<file path="src/rtl/u32_to_fp_sp_arbiter.sv">
// Shares one U32-to-FloPoCo-float converter between NUM_REQ requesters with a tag pipe matched to its latency.
// Build option: define U32_FP_ARB_RR_EN for round-robin arbitration; otherwise the lowest requesting index wins.
module u32_to_fp_sp_arbiter #(
  parameter int NUM_REQ    = 4,
  parameter int NUM_STAGES = 1
) (
  input  logic                   clk,
  input  logic                   rst,
  input  logic                   ce,
  input  logic [NUM_REQ-1:0]     req_valid,
  input  logic [NUM_REQ*32-1:0]  req_data,
  output logic [NUM_REQ-1:0]     req_ready,
  output logic [31:0]            conv_I,
  input  logic [33:0]            conv_O,
  output logic [NUM_REQ-1:0]     resp_valid,
  output logic [33:0]            resp_data,
  output logic                   busy
);
  localparam int ID_W = $clog2(NUM_REQ);
  localparam int TP_D = (NUM_STAGES > 0) ? NUM_STAGES : 1;

  logic            accept;
  logic [ID_W-1:0] grant_id;

  // Grant stage: combinational, one-hot, suppressed by reset and by a stalled clock enable.
`ifdef U32_FP_ARB_RR_EN
  logic [ID_W-1:0] ptr_q, ptr_d;
  int unsigned     idx;

  always_comb begin
    req_ready = '0;
    accept    = 1'b0;
    grant_id  = '0;
    idx       = 0;
    if (!rst && ce) begin
      for (int i = 1; i <= NUM_REQ; i++) begin
        idx = (int'(ptr_q) + i) % NUM_REQ;
        if (!accept && req_valid[idx]) begin
          accept         = 1'b1;
          grant_id       = ID_W'(idx);
          req_ready[idx] = 1'b1;
        end
      end
    end
    ptr_d = accept ? grant_id : ptr_q;
  end

  always_ff @(posedge clk) begin
    if (rst) begin
      ptr_q <= ID_W'(NUM_REQ - 1);
    end else if (ce) begin
      ptr_q <= ptr_d;
    end
  end
`else
  always_comb begin
    req_ready = '0;
    accept    = 1'b0;
    grant_id  = '0;
    if (!rst && ce) begin
      for (int i = 0; i < NUM_REQ; i++) begin
        if (!accept && req_valid[i]) begin
          accept       = 1'b1;
          grant_id     = ID_W'(i);
          req_ready[i] = 1'b1;
        end
      end
    end
  end
`endif

  // Issue stage: operand register feeding the converter, plus the tag that travels with it.
  logic            issue_vld_q, issue_vld_d;
  logic [ID_W-1:0] issue_id_q, issue_id_d;
  logic [31:0]     conv_i_q, conv_i_d;

  always_comb begin
    issue_vld_d = accept;
    issue_id_d  = accept ? grant_id : issue_id_q;
    conv_i_d    = accept ? req_data[32*int'(grant_id) +: 32] : conv_i_q;
  end

  always_ff @(posedge clk) begin
    if (rst) begin
      issue_vld_q <= 1'b0;
      conv_i_q    <= '0;
    end else if (ce) begin
      issue_vld_q <= issue_vld_d;
      conv_i_q    <= conv_i_d;
    end
  end

  always_ff @(posedge clk) begin
    if (ce) begin
      issue_id_q <= issue_id_d;
    end
  end

  assign conv_I = conv_i_q;

  // Tag pipe stage: mirrors the converter depth so the tag leaving it matches conv_O.
  logic            out_vld;
  logic [ID_W-1:0] out_id;

  generate
    if (NUM_STAGES > 0) begin : g_pipe
      logic [TP_D-1:0] tag_vld_q, tag_vld_d;
      logic [ID_W-1:0] tag_id_q [TP_D];
      logic [ID_W-1:0] tag_id_d [TP_D];

      always_comb begin
        tag_vld_d[0] = issue_vld_q;
        tag_id_d[0]  = issue_id_q;
        for (int j = 1; j < TP_D; j++) begin
          tag_vld_d[j] = tag_vld_q[j-1];
          tag_id_d[j]  = tag_id_q[j-1];
        end
      end

      always_ff @(posedge clk) begin
        if (rst) begin
          tag_vld_q <= '0;
        end else if (ce) begin
          tag_vld_q <= tag_vld_d;
        end
      end

      always_ff @(posedge clk) begin
        if (ce) begin
          tag_id_q <= tag_id_d;
        end
      end

      always_comb begin
        out_vld = tag_vld_q[TP_D-1];
        out_id  = tag_id_q[TP_D-1];
        busy    = issue_vld_q | (|tag_vld_q);
      end
    end else begin : g_nopipe
      always_comb begin
        out_vld = issue_vld_q;
        out_id  = issue_id_q;
        busy    = issue_vld_q;
      end
    end
  endgenerate

  // Response stage: strobe only on enabled cycles so each result is counted once.
  always_comb begin
    resp_valid = '0;
    if (!rst && ce && out_vld) begin
      resp_valid[out_id] = 1'b1;
    end
  end

  assign resp_data = conv_O;

endmodule

</file>
<file path="config.mk">
export PLATFORM = sky130hd
export DESIGN_NAME = u32_to_fp_sp_arbiter
export DESIGN_NICKNAME = d
export VERILOG_FILES = /design/src/rtl/u32_to_fp_sp_arbiter.sv
export SDC_FILE = /design/constraint.sdc
export NUM_CORES = 1
export LEC_CHECK = 0
export CORE_MARGIN = 2
export CORE_UTILIZATION = 35
export CTS_CLUSTER_DIAMETER = 50
export CTS_CLUSTER_SIZE = 20
export DETAILED_ROUTE_END_ITERATION = 10
export GPL_ROUTABILITY_DRIVEN = 0
export GPL_TIMING_DRIVEN = 1
export PLACE_DENSITY_LB_ADDON = 0.1
export SLEW_MARGIN = 20
export SYNTH_ARGS = -nofsm -noshare
export SYNTH_HDL_FRONTEND = slang
export SYNTH_SLANG_ARGS = --single-unit
</file>
<file path="constraint.sdc">
create_clock -name clk -period 2.7 [get_ports clk]
set_input_delay 0.54 -clock clk [delete_from_list [all_inputs] [get_ports clk]]
set_output_delay 0.54 -clock clk [all_outputs]
set_load 0.01 [all_outputs]
</file>
**After elaboration in Yosys (flattened, before gate mapping)**

Cells that the tools add are included.

- Output and inout port bits: 75
- Bits in registers: 38

- Shifts and indexed selects: 1
- Mux-type cells: 19
- Reduce and logical (&&, ||, !) cells: 11
- Bitwise logic cells: 1
- $lt $le $gt $ge: 2

Operators by type and width:

| kind | count |
|---|---|
| indexed part select 128 x 8 -> 32 bit | 1 |
| two-way mux 1 bit | 13 |
| two-way mux 4 bit | 2 |
| logical AND 1 bit | 6 |
| two-way mux 2 bit | 3 |
| zero test 1 bit | 4 |
| < comparator 2 x 3 -> 1 bit, second input constant | 1 |
| demux 1 bit (select 2 bit) | 1 |
| greater-or-equal comparator 2 x 1 -> 1 bit, second input constant | 1 |
| AND reduction 2 bit | 1 |
| bitwise OR 1 bit | 1 |

**Longest topological paths before layout**

Gate-level depths: netlist of run 1.

- Depth after elaboration: 16
- Depth in mapped cells: 6
- Mapped depth without buffers: 3

**Least setup slack after synthesis of run 1**

OpenSTA, ideal clock, no wires.

- Path type: input to output
- Start point: input req_valid[0]
- End point: output req_ready[3]
- Slack: 0.663 ns
- Arrival: 1.497 ns
- Data required time: 2.160 ns
- Buffers on the path: 3
- Stages on the path: 4
- Cells stage by stage: buf_2 -> clkbuf_1 -> clkbuf_1 -> nor4_1

- Word-level cells in the longest chain between the ends: 14

RTL lines:

| what | RTL line | text |
|---|---|---|
| start: declaration | 10 | `input logic [NUM_REQ-1:0] req_valid,` |
| two-way mux 1 bit (*) | 62 | `if (!accept && req_valid[i]) begin` |
| two-way mux 1 bit (*) | 60 | `if (!rst && ce) begin` |
| zero test 1 bit | 62 |  |
| logical AND 1 bit | 62 |  |
| two-way mux 1 bit (*) | 62 |  |
| two-way mux 1 bit (*) | 60 |  |
| zero test 1 bit | 62 |  |
| logical AND 1 bit | 62 |  |
| two-way mux 1 bit (*) | 62 |  |
| two-way mux 1 bit (*) | 60 |  |
| zero test 1 bit (*) | 62 |  |
| logical AND 1 bit (*) | 62 |  |
| two-way mux 1 bit (*) | 62 |  |
| two-way mux 4 bit (*) | 60 |  |
| end: declaration | 12 | `output logic [NUM_REQ-1:0] req_ready,` |

Mark *: on every way between the ends. The rest lies on a longest branch, timed or not. The select of a mux whose other input is x is not followed.

**Final worst setup path of run 1**

- Start point: input ce
- End point: output resp_valid[0]

- Word-level cells in the longest chain between the ends: 3

RTL lines:

| what | RTL line | text |
|---|---|---|
| start: declaration | 9 | `input logic ce,` |
| logical AND 1 bit (2 in a row) | 151 | `if (!rst && ce && out_vld) begin` |
| two-way mux 4 bit | 151 |  |
| end: declaration | 15 | `output logic [NUM_REQ-1:0] resp_valid,` |

No other way between the ends.

==> results.sh, run 1 <==
export IMPL_ys_seq_area_share_pct=26.3
export IMPL_port_buffer_count=175
export IMPL_drc_errors=0
export IMPL_utilization_pct=54.6
export IMPL_setup_viol=0
export IMPL_area_growth_pct=54.2
export IMPL_diodes=0
export IMPL_start_kind="input pin"
export IMPL_power_mw=1.59
export IMPL_cts_buffers=5
export IMPL_cp_required_ns=2.16
export IMPL_synthCells=396
export IMPL_design_area_mm2=0.00469
export IMPL_r2r_end="g_pipe.tag_vld_d$_SDFFE_PP0P_"
export IMPL_reg2reg_depth=2
export IMPL_n_fill_cell=833
export IMPL_synth_top_cell_area_share_pct=22.4
export IMPL_post_drt_wl_per_cell_um=18.0
export IMPL_worstReg2RegStart="g_pipe.tag_vld_d$_SDFFE_PP0P_"
export IMPL_core_mm2=0.00859
export IMPL_register_area_um2=801
export IMPL_start_util_pct=35.4
export IMPL_crit_path_max_fanout=4
export IMPL_crit_path_end_kind="primary output"
export IMPL_final_nets=686
export IMPL_yosys_register_bits=38
export IMPL_fp_dieArea_mm2=0.00946
export IMPL_via_count=3298
export IMPL_max_freq_mhz=391
export IMPL_worst_ep_arrival_time_ns=2.02
export IMPL_vias_per_cell=5.27
export IMPL_multiInputGateArea_mm2=0.00169
export IMPL_synth_area_leader_cell="dfxtp_1"
export IMPL_die_w_um=97.2
export IMPL_drv_slew=0
export IMPL_grt_pass1_wl_mm=18.0
export IMPL_htree_levels=2
export IMPL_rsz0062_at_grt="false"
export IMPL_period_needed_ns=2.56
export IMPL_die_y_um=97.2
export IMPL_cap_violations=0
export IMPL_cts_root_buf="clkbuf_8"
export IMPL_clkSinkCount=38
export IMPL_grt_usage_pct=23.4
export IMPL_ant_nets=0
export IMPL_cts_buffer_depth=2
export IMPL_wirelength_mm=11.2
export IMPL_clk_latency_ns=0.29
export IMPL_synth_area_mm2=0.00304
export IMPL_min_to="g_pipe.tag_id_q[0]$_DFFE_PP_"
export IMPL_firstDrtPassIters=4
export IMPL_finalClockSkew_ns=0.000436
export IMPL_yosys_warnings=0
export IMPL_avgSynthCellArea_um2=7.68
export IMPL_dp_cells=618
export IMPL_synth_edff_count=4
export IMPL_cts_tree="done"
export IMPL_min_delay_start="g_pipe.tag_id_d[0]$_DFFE_PP_"
export IMPL_syn_nets=565
export IMPL_final_instance_count_excl_fill=626
export IMPL_ys_flop_type="dfxtp_1"
export IMPL_slew_headroom_pct=58.2
export IMPL_synth_cell_type_count=29
export IMPL_grt_ovfl_total=0
export IMPL_reg2reg_slack_ns=2.02
export IMPL_grt_max_degree=65
export IMPL_drive_gt1_share_pct=11.2
export IMPL_dpl_hpwl_mm=7.82
export IMPL_worstHoldPathType="flop to flop"
export IMPL_outcome="complete, no violations"
export IMPL_vdd_drop_max_mv=0.182
export IMPL_row_count=34
export IMPL_synthTopCellsByArea="dfxtp_1, a32o_2, nor4b_1, buf_4, o21bai_1"
export IMPL_postSynth_asyncResetShare_pct=0
export IMPL_drt_initial_drc_count=125
export IMPL_hold_viol_final=0
export IMPL_ios=244
export IMPL_power_density_mw_per_mm2=340
export IMPL_period_share_pct=94.8
export IMPL_fin_tns_setup_ns=0
export IMPL_clkTransAtPathRegs_ns=0.08
export IMPL_antenna_found_initial=0
export IMPL_p_leak_nw=2.02
export IMPL_grt_pass1_vias=3371
export IMPL_hold_depth=0
export IMPL_path_class="input pin to primary output"
export IMPL_post_cts_setup_buffer_count=0
export IMPL_place_area_mm2=0.00460
export IMPL_tightest_slew_ns=0.626
[Yosys cell counts, types with 2 or more instances]
cell type / n
a32o_2: 30
nor2_1: 7
nand2b_1: 2
a32o_1: 2
buf_1: 3
edfxtp_1: 4
nand2_1: 33
dfxtp_1: 34
nor4_1: 2
nor2b_1: 33
a21oi_1: 32
buf_4: 34
clkbuf_1: 26
nor4b_1: 32
buf_6: 3
a211oi_1: 2
buf_2: 7
nor3_1: 3
inv_1: 34
o21bai_1: 32
nand3_1: 33
[report_power, final]
| group | internal [mW] | leakage [nW] | switching, mW |
|---|---|---|---|
| Sequential | 0.614 | 0.316 | 0.0241 |
| Clock | 0.178 | 0.0426 | 0.212 |
| Combinational | 0.348 | 1.66 | 0.219 |
[state kept, by name, summed over array words and instances, names as in the netlist]
register / count
g_pipe.tag_id_d: 2
g_pipe.tag_vld_q: 1
g_pipe.tag_vld_d: 1
g_pipe.tag_id_q: 2
conv_I: 32
[worst max-delay path: stages]
cell	delay, ns
clkdlybuf4s50_1	0.51
nor2b_4	0.19
nand2_1	0.08
nor3_1	0.13
clkdlybuf4s50_1	0.56
[stage by stage]
step,setup WS (ns),hold slack (ns)
3_5_place_dp,0.0256,0.409
3_3_place_gp,0.0724,0.405
2_1_floorplan,0.663,0.400
6_report,0.139,0.426
4_1_cts,0.0301,0.429
5_1_grt,0.0531,0.445
[worst max-delay path by stage]
stage | start | to | depth (start not counted)
after CTS | ce | resp_valid[0] | 5
after detailed placement | ce | resp_valid[0] | 5
after global placement | rst | req_ready[3] | 4
final | ce | resp_valid[0] | 5
after global routing | ce | resp_valid[0] | 5
after floorplan | req_valid[0] | req_ready[3] | 4
[area by class of cell]
| class | instances | area share [%] |
|---|---|---|
| repair buffers | 188 | 39.5 |
| multi-input cells | 250 | 36.1 |
| flip-flops and latches | 38 | 17.1 |
| well taps | 108 | 2.88 |
| inverters | 34 | 2.72 |
| clock buffers | 6 | 1.55 |
| clock inverters | 2 | 0.187 |
[kinds of logic (layout without fill, tap and decap cells)]
group,Yosys count,in the layout,share of synthesized area (%)
and+or+nand+nor,149,149,28.7
buffers and inverters,108,230,18.6
AOI/OAI and AO/OA,100,100,26.1
DFF,38,38,26.3
muxes,1,1,0.329
[layer usage]
metal	global-route usage [%]	share of wire, %
met2	42.5	52
met1	26.2	38
met3	7.48	7.7
met5	1.10	0
met4	6.52	2.2
[placed cells by master (no fill, tap or decap), drive strengths merged, types with 2 or more instances in the layout]
cell type      Yosys  routed
nor4               2       2
buf               47      16
a32o              32      32
nand3             33      33
clkinv             0       2
nor2b             33      33
dfxtp             34      34
nor3               3       3
inv               34      34
o21bai            32      32
nand2b             2       2
dlymetal6s2s       0       2
edfxtp             4       4
nor2               7       7
nand2             33      33
a21oi             33      33
clkdlybuf4s50      0     170
clkbuf            27       6
nor4b             32      32
a211oi             2       2
[timing repair]
action                     in CTS  in global routing
hold buffers                    0                  0
setup endpoints to repair       0                  5
resized for setup               0                  4
No activity file was read; power rests on OpenSTA's default activity.
==> run 2, diff against run 1 <==
CTS_BUF_LIST = sky130_fd_sc_hd__clkbuf_16   (was not set)
clock period = 3.03 ns   (was 2.7 ns; I/O delays follow)
==> run 2 against run 1 <==
Against the previous run:
- final area up 0.61%
- critical endpoint is now resp_valid[2]
- power decreased by 1.0%
- register-to-register slack gained 0.34 ns
- sequential share of layout area is 0.10 points lower
- sequential cell count did not move
- largest power group unchanged
- clock skew is essentially flat
==> results.sh, run 2 (synthesis gave the netlist of run 1 again) <==
export IMPL_fp_dieArea_mm2=0.00946
export IMPL_wirelength_mm=11.4
export IMPL_drc_errors=0
export IMPL_period_needed_ns=2.84
export IMPL_post_cts_setup_buffer_count=0
export IMPL_clkTransAtPathRegs_ns=0.06
export IMPL_min_delay_start="g_pipe.tag_id_d[0]$_DFFE_PP_"
export IMPL_tightest_slew_ns=0.659
export IMPL_cts_tree="done"
export IMPL_max_freq_mhz=352
export IMPL_cts_root_buf="clkbuf_16"
export IMPL_final_common_cell="clkdlybuf4s50_1"
export IMPL_ant_nets=0
export IMPL_die_y_um=97.2
export IMPL_cts_resized=0
export IMPL_area_growth_pct=55.1
export IMPL_core_mm2=0.00859
export IMPL_post_drt_wl_per_cell_um=18.2
export IMPL_cap_violations=0
export IMPL_cp_required_ns=2.42
export IMPL_p_leak_nw=2.00
export IMPL_startpoint="rst"
export IMPL_finalClockSkew_ns=0.000229
export IMPL_grt_max_degree=67
export IMPL_port_buffer_count=175
export IMPL_grt_usage_pct=22.8
export IMPL_fin_tns_setup_ns=0
export IMPL_diodes=0
export IMPL_clk_latency_ns=0.28
export IMPL_antenna_found_initial=1
export IMPL_htree_levels=2
export IMPL_setup_viol=0
export IMPL_drive_gt1_share_pct=10.7
export IMPL_worstReg2RegStart="g_pipe.tag_vld_d$_SDFFE_PP0P_"
export IMPL_row_count=34
export IMPL_outcome="complete, no violations"
export IMPL_start_kind="input pin"
export IMPL_crit_path_max_fanout=4
export IMPL_start_util_pct=35.4
export IMPL_largest_reg_flops=32
export IMPL_cts_buffers=5
export IMPL_drv_slew=0
export IMPL_worst_ep_arrival_time_ns=2.23
export IMPL_power_density_mw_per_mm2=334
export IMPL_dpl_hpwl_mm=7.74
export IMPL_grt_pass1_vias=3222
export IMPL_final_nets=684
export IMPL_crit_path_end_kind="primary output"
export IMPL_grt_ovfl_total=0
export IMPL_cts_buffer_depth=2
export IMPL_worstHoldPathType="flop to flop"
export IMPL_drt_initial_drc_count=123
export IMPL_vdd_drop_max_mv=0.193
export IMPL_hold_buffers=0
export IMPL_place_area_mm2=0.00458
export IMPL_design_area_mm2=0.00472
export IMPL_layout_common_cells="clkdlybuf4s50_1, inv_1, dfxtp_1"
export IMPL_ios=244
export IMPL_slew_headroom_pct=56.1
export IMPL_hold_viol_final=0
export IMPL_via_count=3287
export IMPL_vias_per_cell=5.27
export IMPL_grt_pass1_wl_mm=17.4
export IMPL_clkSinkCount=38
export IMPL_path_class="input pin to primary output"
export IMPL_period_share_pct=93.7
export IMPL_die_w_um=97.2
export IMPL_rsz0062_at_grt="false"
export IMPL_firstDrtPassIters=4
## run 2: cell types whose count changed in the layout (fill, tap and decap cells not counted), moves of 2 or more
cell,delta
dlymetal6s2s_1,-2
clkbuf_16,+5
clkbuf_8,-5
clkdlybuf4s50_1,+2
buf_4,-2
## run 2: cell type report
| type | instances | area [um2] |
|---|---|---|
| repair buffers | 186 | 1830 |
| clock buffers | 5 | 125 |
| multi-input cells | 250 | 1690 |
| fillers | 823 | 3870 |
| clock inverters | 3 | 12.5 |
| inverters | 34 | 128 |
| well taps | 108 | 135 |
| flip-flops and latches | 38 | 801 |
## run 2: path summary, 6_finish.rpt
kind | to | slack, ns | cells past startpoint
setup / recovery | resp_valid[2] | 0.19 | 6
setup reg to reg | g_pipe.tag_vld_d$_SDFFE_PP0P_ | 2.36 | 2
hold / removal | g_pipe.tag_id_q[0]$_DFFE_PP_ | 0.42 | 0
hold reg to reg | g_pipe.tag_id_q[0]$_DFFE_PP_ | 0.42 | 0
## run 2: where the power goes
group	total, mW	leakage (nW)	switching, mW	internal [mW]
sequential	0.569	0.316	0.0212	0.548
clock	0.506	0.0724	0.209	0.298
combinational	0.502	1.61	0.195	0.307
total	1.58	2.00	0.425	1.15
## run 2: stage by stage
step | hold slack [ns] | utilization [%] | power (mW) | instances | worst slack, ns
global placement | 0.403 | 53.3 | 1.08 | 616 | 0.256
detailed placement | 0.405 | 53.3 | 1.08 | 616 | 0.196
CTS | 0.419 | 54.9 | 1.59 | 624 | 0.186
global route | 0.428 | 54.9 | 1.65 | 624 | 0.0864
floorplan | 0.400 | - | 0.832 | 396 | 0.861
finish | 0.419 | 54.9 | 1.58 | 624 | 0.192
## run 2: layer usage
metal | track usage [%] | part of all wire (%) | vias up | wire [um]
li1 | - | - | 1605 | -
met1 | 26.2 | 39 | 1523 | 4470
met2 | 40.5 | 51 | 135 | 5740
met3 | 6.69 | 7.6 | 22 | 867
met4 | 7.26 | 2.3 | 2 | 265
met5 | 1.10 | 0.11 | - | 13
## run 2: worst max-delay path: stages
cell	delay (ns)
clkdlybuf4s50_1	0.42
buf_4	0.16
nor2b_1	0.22
nand2_1	0.12
nor3_1	0.14
clkdlybuf4s50_1	0.57
==> run 3, diff against run 2 <==
SKIP_CTS_REPAIR_TIMING = 1   (was not set)
SLEW_MARGIN = not set   (was 20)
==> results of run 3 <==
Final layout, timing and power as in run 2 (identical DEF).
